--- src/rtl/cpu_pkg.sv ---
// cpu_pkg: write-back source and destination-select encodings plus default datapath widths
package cpu_pkg;
  localparam int DATA_W_DEF = 32;
  localparam int ADDR_W_DEF = 5;
  typedef enum logic [1:0] {WB_ALU, WB_MEM, WB_LINK, WB_RSVD} wb_src_e;
  typedef enum logic [1:0] {DST_RT, DST_RD, DST_LINK, DST_NONE} dst_sel_e;
endpackage

--- src/rtl/reg_scoreboard.sv ---
// reg_scoreboard: busy-bit vector (set beats clear) and RAW stall; ports clk, rst_n, setEn/setIdx, clrEn/clrIdx, qEn/qIdx1/qIdx2/use2 query, stall
module reg_scoreboard
  import cpu_pkg::*;
#(
  parameter int ADDR_W = ADDR_W_DEF
) (
  input  logic              clk,
  input  logic              rst_n,
  input  logic              setEn,
  input  logic [ADDR_W-1:0] setIdx,
  input  logic              clrEn,
  input  logic [ADDR_W-1:0] clrIdx,
  input  logic              qEn,
  input  logic [ADDR_W-1:0] qIdx1,
  input  logic [ADDR_W-1:0] qIdx2,
  input  logic              use2,
  output logic              stall
);
  localparam int DEPTH = 2 ** ADDR_W;
  logic [DEPTH-1:0] busy;
  logic hz1, hz2;
  always_ff @(posedge clk or negedge rst_n)
    if (!rst_n) busy <= '0;
    else begin
      if (clrEn) busy[clrIdx] <= 1'b0;
      if (setEn) busy[setIdx] <= 1'b1;
    end
  assign hz1   = busy[qIdx1] & ~(clrEn && clrIdx == qIdx1);
  assign hz2   = busy[qIdx2] & ~(clrEn && clrIdx == qIdx2);
  assign stall = qEn & (hz1 | (use2 & hz2));
endmodule

--- src/rtl/reg_file_scoreboard.sv ---
// reg_file_scoreboard: register file with forwarded registered reads, wb mux, dest resolve, busy scoreboard; ports: read (readEn/readReg1/2/use2 -> readData1/2, stall), issue (issueEn/Rt/Rd/regDst -> issueDest), write-back (wbEn/wbReg/wbSrc/wbData*), zeroWrErr
module reg_file_scoreboard
  import cpu_pkg::*;
#(
  parameter int DATA_W      = DATA_W_DEF,
  parameter int ADDR_W      = ADDR_W_DEF,
  parameter int ZERO_REG_EN = 1,
  parameter int LINK_REG    = 31
) (
  input  logic              clk,
  input  logic              rst_n,
  input  logic              readEn,
  input  logic [ADDR_W-1:0] readReg1,
  input  logic [ADDR_W-1:0] readReg2,
  input  logic              use2,
  output logic [DATA_W-1:0] readData1,
  output logic [DATA_W-1:0] readData2,
  output logic              stall,
  input  logic              issueEn,
  input  logic [ADDR_W-1:0] issueRt,
  input  logic [ADDR_W-1:0] issueRd,
  input  logic [1:0]        regDst,
  output logic [ADDR_W-1:0] issueDest,
  input  logic              wbEn,
  input  logic [ADDR_W-1:0] wbReg,
  input  logic [1:0]        wbSrc,
  input  logic [DATA_W-1:0] wbDataALU,
  input  logic [DATA_W-1:0] wbDataMem,
  input  logic [DATA_W-1:0] wbDataLink,
  output logic              zeroWrErr
);
  localparam int DEPTH = 2 ** ADDR_W;
  logic [DATA_W-1:0] regs [DEPTH];
  logic [DATA_W-1:0] wr_data, fwd1, fwd2;
  logic [ADDR_W-1:0] dest;
  logic wb_ok, wr_en, set_en;
  assign wb_ok   = wbEn & (wbSrc != WB_RSVD);
  assign wr_en   = wb_ok & ~(ZERO_REG_EN != 0 && wbReg == '0);
  assign wr_data = wbSrc == WB_ALU ? wbDataALU : wbSrc == WB_MEM ? wbDataMem : wbDataLink;
  assign fwd1    = (wr_en && wbReg == readReg1) ? wr_data
                 : (ZERO_REG_EN != 0 && readReg1 == '0) ? '0 : regs[readReg1];
  assign fwd2    = (wr_en && wbReg == readReg2) ? wr_data
                 : (ZERO_REG_EN != 0 && readReg2 == '0) ? '0 : regs[readReg2];
  assign dest    = regDst == DST_RT ? issueRt : regDst == DST_RD ? issueRd
                 : regDst == DST_LINK ? ADDR_W'(LINK_REG) : '0;
  assign set_en  = issueEn & (regDst != DST_NONE) & ~(ZERO_REG_EN != 0 && dest == '0);
  reg_scoreboard #(.ADDR_W(ADDR_W)) u_sb (
    .clk(clk), .rst_n(rst_n),
    .setEn(set_en), .setIdx(dest),
    .clrEn(wb_ok), .clrIdx(wbReg),
    .qEn(readEn), .qIdx1(readReg1), .qIdx2(readReg2), .use2(use2),
    .stall(stall)
  );
  always_ff @(posedge clk or negedge rst_n)
    if (!rst_n) begin
      for (int i = 0; i < DEPTH; i++) regs[i] <= '0;
      readData1 <= '0;
      readData2 <= '0;
      issueDest <= '0;
      zeroWrErr <= 1'b0;
    end else begin
      if (wr_en) regs[wbReg] <= wr_data;
      if (readEn && !stall) begin
        readData1 <= fwd1;
        readData2 <= fwd2;
      end
      if (issueEn) issueDest <= dest;
      zeroWrErr <= wbEn && ZERO_REG_EN != 0 && wbReg == '0;
    end
  a_wb_src: assert property (@(posedge clk) disable iff (!rst_n) wbEn |-> wbSrc != WB_RSVD);
  a_issue_stall: assert property (@(posedge clk) disable iff (!rst_n) issueEn |-> !stall);
endmodule

--- config.mk ---
export PLATFORM = sky130hd
export DESIGN_NAME = reg_file_scoreboard
export DESIGN_NICKNAME = d
export VERILOG_FILES = /design/src/rtl/cpu_pkg.sv /design/src/rtl/reg_scoreboard.sv /design/src/rtl/reg_file_scoreboard.sv
export SDC_FILE = /design/constraint.sdc
export NUM_CORES = 2
export LEC_CHECK = 0
export BUFFER_PORTS_ARGS = -buffer_cell sky130_fd_sc_hd__buf_2
export CORE_AREA = 3 3 392 394
export CTS_BUF_LIST = sky130_fd_sc_hd__clkbuf_16
export DETAILED_ROUTE_END_ITERATION = 8
export DIE_AREA = 0 0 395 397
export GPL_ROUTABILITY_DRIVEN = 0
export PLACE_DENSITY = 0.61
export SLEW_MARGIN = 5
export SYNTH_ARGS = -nofsm -noshare
export SYNTH_HDL_FRONTEND = slang
export SYNTH_SLANG_ARGS = --single-unit
--- constraint.sdc ---
create_clock -name clk -period 6.2 [get_ports clk]
set_clock_uncertainty 0.15 [all_clocks]
set_input_delay 0 -clock clk [delete_from_list [all_inputs] [get_ports clk]]
set_output_delay 0 -clock clk [all_outputs]
set_load 0.005 [all_outputs]
; Word-level counts from Yosys, hierarchy flattened
; Index checks and enable logic that the tools add are counted.
[totals]
register_bits = 1126
inputBits = 131
out_inout_bits = 71
elab_cells = 117
[op_classes]
n_lt_le_gt_ge = 10
eq_ne = 7
mux = 28
n_bitwise = 19
reduce_logical = 16
[ops]
columns = cell, n
row1 = bitwise mux 1024 bit, 1
row2 = two-way mux 32 bit, 13
row3 = binary-select mux 32 bit (select 5 bit), 2
row4 = demux 32 bit (select 5 bit), 1
row5 = bitwise AND 32 bit, 1
row6 = NOT 32 bit, 1
row7 = OR 32 bit, 1
row8 = "less-than comparator 5 x 6 -> 1 bit, second input constant", 4
row9 = logical NOT 5 bit, 4
row10 = ">= comparator 6 bit, second input constant", 3
row11 = NOT 5 -> 6 bit, 3
row12 = two-way mux 5 bit, 3
row13 = binary-select mux 1 bit (select 5 bit), 2
row14 = demux 1 bit (select 5 bit), 2
row15 = == test 5 bit, 2
row16 = ">= comparator 5 x 1 -> 1 bit, second input constant", 2
row17 = logical AND 1 bit, 9
row18 = bitwise AND 1 bit, 8
row19 = "less-than comparator 6 x 1 -> 1 bit, second input constant", 1
row20 = "== test 2 x 1 -> 1 bit, second input constant", 2
row21 = logical NOT 2 bit, 2
row22 = two-way mux 1 bit, 4
row23 = "!= test 2 bit, second input constant", 2
row24 = NOT 1 bit, 4
row25 = other kinds (3), 3

; Depth between registers and ports, before layout
[depth]
depth_word = 10
ltp_mapped = 11
mapped_depth_nobuf = 6

; Hierarchy
; Synthesis repeated with hierarchy kept, for this count alone.
[hier_totals]
hier_cells = 5387
area_unflattened_um2 = 58183.3
[modules_own_cells]
columns = mod, n_inst, cells_per_inst, area_each_um2, seq_area_each_um2
row1 = reg_file_scoreboard, 1, 5203, 56190.1, 27376.3
row2 = reg_scoreboard, 1, 184, 1993.2, 800.8

; Worst setup path before layout
; OpenSTA, ideal clock, no wires.
[synth_path]
path_kind = register to register
startpoint = register u_sb.busy[11]
endpoint = register readData1[30]
setup_time_ns = 0.127
t_arrival_ns = 2.082
required_ns = 5.923
setup_slack_ns = 3.841
path_stages_with_launch = 8
n_path_buf = 1
synth_period_minus_slack_ns = 2.359
path_cell_list = dfrtp_1 > mux4_2 > mux2i_1 > nor2_1 > o311ai_4 > and3_1 > buf_8 > mux2_1
[synth_between]
elab_chain_len = 8
word_cells_on_any_way = 11
cone_classes = mux (4) / bitwise (5) / reduce/logical (2)
[synth_lines]
columns = element, line_no
row1 = from (decl), reg_scoreboard.sv:20  ; logic [DEPTH-1:0] busy;
row2 = from (signal assigned), reg_scoreboard.sv:23  ; if (!rst_n) busy <= '0;
row3 = "from (signal, indexed assignment)", reg_scoreboard.sv:25  ; if (clrEn) busy[clrIdx] <= 1'b0;
row4 = "from (signal, indexed assignment)", reg_scoreboard.sv:26  ; if (setEn) busy[setIdx] <= 1'b1;
row5 = binary-select mux 1 bit (select 5 bit), reg_scoreboard.sv:29  ; assign hz2 = busy[qIdx2] & ~(clrEn && clrIdx == qIdx2);
row6 = two-way mux 1 bit (not written as such), reg_scoreboard.sv:29
row7 = bitwise AND 1 bit, reg_scoreboard.sv:29
row8 = bitwise AND 1 bit, reg_scoreboard.sv:30  ; assign stall = qEn & (hz1 | (use2 & hz2));
row9 = OR 1 bit (*), reg_scoreboard.sv:30
row10 = bitwise AND 1 bit (*), reg_scoreboard.sv:30
row11 = logical NOT 1 bit (*), reg_file_scoreboard.sv:63  ; if (readEn && !stall) begin
row12 = logical AND 1 bit (*), reg_file_scoreboard.sv:63
row13 = to (signal assigned), reg_file_scoreboard.sv:64  ; readData1 <= fwd1;
row14 = to (decl), reg_file_scoreboard.sv:16  ; output logic [DATA_W-1:0] readData1,
; Mark *: on every way between the ends. The rest lies on a longest branch, timed or not. The select of a mux whose other input is x is not followed.
; A chain may end at the register's enable or synchronous reset.

; Worst setup path in the final report
[layout_path]
startpoint = input wbEn
endpoint = output stall
[layout_between]
elab_chain_len = 7
word_cells_on_any_way = 10
cone_classes = bitwise (8) / reduce/logical (2)
[layout_lines]
columns = element, line_no
row1 = from (decl), reg_file_scoreboard.sv:24  ; input logic wbEn,
row2 = bitwise AND 1 bit (*), reg_file_scoreboard.sv:37  ; assign wb_ok = wbEn & (wbSrc != WB_RSVD);
row3 = logical AND 1 bit, reg_scoreboard.sv:29
row4 = NOT 1 bit, reg_scoreboard.sv:29
row5 = bitwise AND 1 bit, reg_scoreboard.sv:29
row6 = bitwise AND 1 bit, reg_scoreboard.sv:30
row7 = OR 1 bit (*), reg_scoreboard.sv:30
row8 = bitwise AND 1 bit (*), reg_scoreboard.sv:30
row9 = to (decl), reg_file_scoreboard.sv:18  ; output logic stall,
; Mark *: on every way between the ends. The rest lies on a longest branch, timed or not.

==> impl_metrics.toml <==
[global_routing]
track_usage = 0.2650
antenna_found_initial = 2
grt_pass1_vias = 47050
grt_overflow = 0
grt_pass1_wl_um = 313100
grt_max_degree = 187

[floorplan]
die_h_um = 397
rows = 142
start_util = 0.3892
boundaryPins = 202
die_w_um = 395
die_area_mm2 = 0.1568
core_mm2 = 0.1501

[worst_setup_path]
worstPathRequired_ns = 6.05
path_buf_inv = 4
crit_chain = "dlygate4sd3_1 -> buf_2 -> a21boi_1 -> nand4_1 -> or2_0 -> nand4_1 -> buf_4 -> a21boi_0 -> buf_2"
cp-end-kind = "output pin"
start_kind = "input pin"
cp.arrival_ns = 4.44
cp_max_fo = 63
crit_family = "buffers and inverters"
crit_slowest_cell = "nand4_1"
max_stage_delay_ns = 0.86
crit_type = "input pin to output pin"

[pwr]
p_sw_mw = 6.537
p_int_mw = 14.47
p_seq_frac = 0.467
leakage_nw = 28.83
irDropWorstVdd_mv = 0.2225
clkPwrFrac = 0.337
swShare = 0.3112
p_comb_frac = 0.196
cellPowerDensity_mw_per_mm2 = 320.0

[sta]
hold_violations = 0
maxSlewHeadroom = 0.1210
setup_viol = 0
tightestPinTransition_ns = 1.313
final.setup.worst_slack_ns = 1.606
slew_violations = 0
finalCriticalPeriod_ns = 4.594
holdWs_ns = 0.09409
fin_crit_sh = 0.7410
fin_setup_tns_ns = 0
max_freq_ghz = 0.2177
rsz0062_at_grt = "false"

[cts]
post-cts-setup-buffers = 0
cts_root_buf = "clkbuf_16"
cts_made_buffers = 118
cts_tree = "done"
clk_latency_ns = 0.76
ctsResizeCount = 0
htreeDepth = 3
clk_pin_slew_ns = 0.06
cts.sinks = 1126
clockBufferDepth = 3

[synthesis]
syn_area_per_cell_um2 = 10.18
post_synth_main_area_contributors = "dfrtp_1 48%, mux4_2 11%, o21ai_0 9.5%"
syn_inst = 5738
ys_types = 52
synth-seq-area-share = 0.4822
synth_top_cell_by_area = "dfrtp_1"
yosysWarnings = 0
synth_top_flop_cell = "dfrtp_1"
ys_ff_latch = 1126
synth-edff-count = 0
synth_fp_nets = 5869
syn_area_mm2 = 0.05843
synthArstFlopShare = 1.000
synth_top_cell_area_share = 0.4822

[place]
detailed_place_hpwl_um = 111800
io_buffer_count = 201
pre_cts_ws_ns = 2.211

[route]
drtIter0Drc = 4641
vias = 47380
ant_nets = 0
first_pass_iters = 8
wl_per_cell_um = 27.25
drc = 0
totalWireLength_um = 211200
avgViaCountPerCell = 6.114

[layout]
syn2layout_area_growth_pct = 12.33
drive_gt1_frac = 0.1447
layout.nets = 5765

[min_path]
min_path_type = "input pin to register"

[flow_run]
cap_violations = 0

[outcome]
outcome = "finished, final reports clean"
synthesized netlist by cell type, types with 4 or more instances:
| cell type | number |
|---|---|
| dfrtp_1 | 1126 |
| o21ai_0 | 1114 |
| nand2_1 | 1070 |
| mux2i_1 | 540 |
| clkbuf_1 | 500 |
| mux4_2 | 277 |
| a221oi_1 | 250 |
| a21oi_1 | 192 |
| a22oi_1 | 124 |
| nor2_1 | 116 |
| nor3_1 | 99 |
| buf_2 | 88 |
| a31oi_1 | 63 |
| o22ai_1 | 32 |
| buf_4 | 24 |
| buf_1 | 14 |
| a22o_1 | 10 |
| xnor2_1 | 10 |
| buf_6 | 8 |
| inv_1 | 8 |
| mux2_2 | 7 |
| nor3b_1 | 6 |
| nor2b_1 | 5 |
| o21ai_1 | 5 |
| nand4_1 | 4 |
state kept, by name, indices dropped and copies added (netlist names):
name,flops
readData2,32
readData1,32
zeroWrErr,1
u_sb.busy,32
issueDest,5
regs,1024
stage by stage:
stage               power, mW  utilization  cells  cell area (µm²)
finish                  21.00       0.4372   7749            65640
global route            21.98       0.4371   7744            65620
CTS                     21.02       0.4371   7744            65620
detailed placement      13.91       0.4044   7415            60710
global placement        13.74       0.4044   7415            60710
floorplan               12.22            -   5738            58430
cell type report:
| cell class | instances | area (µm²) |
|---|---|---|
| Sequential cell | 1126 | 28180 |
| Inverter | 9 | 40.04 |
| Timing Repair Buffer | 411 | 3108 |
| Tap cell | 2016 | 2522 |
| Clock buffer | 118 | 2953 |
| Fill cell | 14190 | 84490 |
| Multi-Input combinational cell | 3968 | 28040 |
| Antenna cell | 5 | 12.51 |
| Clock inverter | 96 | 784.5 |
power by group through the flow:
| stage | sequential, mW | combinational, mW | clock, mW |
|---|---|---|---|
| after detailed placement | 9.89 | 4.02 | 0 |
| final | 9.81 | 4.13 | 7.07 |
| after CTS | 9.77 | 4.10 | 7.14 |
| after floorplan | 9.47 | 2.76 | 0 |
| after global placement | 9.82 | 3.92 | 0 |
| after global routing | 9.96 | 4.57 | 7.45 |
routing by layer:
layer,vias to the layer above,GRT usage,share of wire
li1,20710,-,-
met1,23980,0.3432,0.41
met2,2131,0.4322,0.47
met3,563,0.04982,0.078
met4,0,0.1208,0.048
met5,-,0,0
placed cells by master, fill, tap and decap left out, types with 113 or more instances in the layout:
master | synthesis | layout
mux2i_1 | 540 | 540
dlygate4sd3_1 | 0 | 113
buf_2 | 88 | 191
o21ai_0 | 1114 | 1113
a21oi_1 | 192 | 160
nand2_1 | 1070 | 1039
a22oi_1 | 124 | 124
nor2_1 | 116 | 115
mux4_2 | 277 | 277
dfrtp_1 | 1126 | 1126
clkbuf_16 | 0 | 118
a221oi_1 | 250 | 250
worst paths after layout:
| kind | cells after the start | from | slack, ns | to |
|---|---|---|---|---|
| worst max-delay path | 9 | wbEn | 1.61 | stall |
| worst min-delay path | 7 | wbReg[1] | 0.09 | regs[311] |
| worst max register to register | 8 | u_sb.busy[0] | 2.75 | readData1[24] |
| worst min register to register | 0 | regs[997] | 0.25 | regs[997] |
| max in group asynchronous | 5 | rst_n | 4.40 | regs[90] |
| min in group asynchronous | 4 | rst_n | 0.44 | regs[406] |
tightest hold or removal path, cell delays in order:
cell	delay, ns
buf_2	0.21
nand2_1	0.10
nor2_1	0.04
buf_4	0.20
nand2_4	0.23
nand2_1	0.08
o21ai_0	0.06
cells by family after synthesis:
group	count (synthesis)	share of synthesized area
xor gates and xnor gates	10	0.001499
and+or+nand+nor	1324	0.08914
DFF	1126	0.4822
AOI/OAI and AO/OA	1808	0.1801
buffers and inverters	644	0.04602
muxes	826	0.2010
what timing repair did:
action / 4_1_cts / 5_1_grt
endpoints found under the setup margin: 0 / 0
endpoints found under the hold margin: 1867 / 0
hold buffers: 115 / 0
Power figures use the tool's default switching activity.
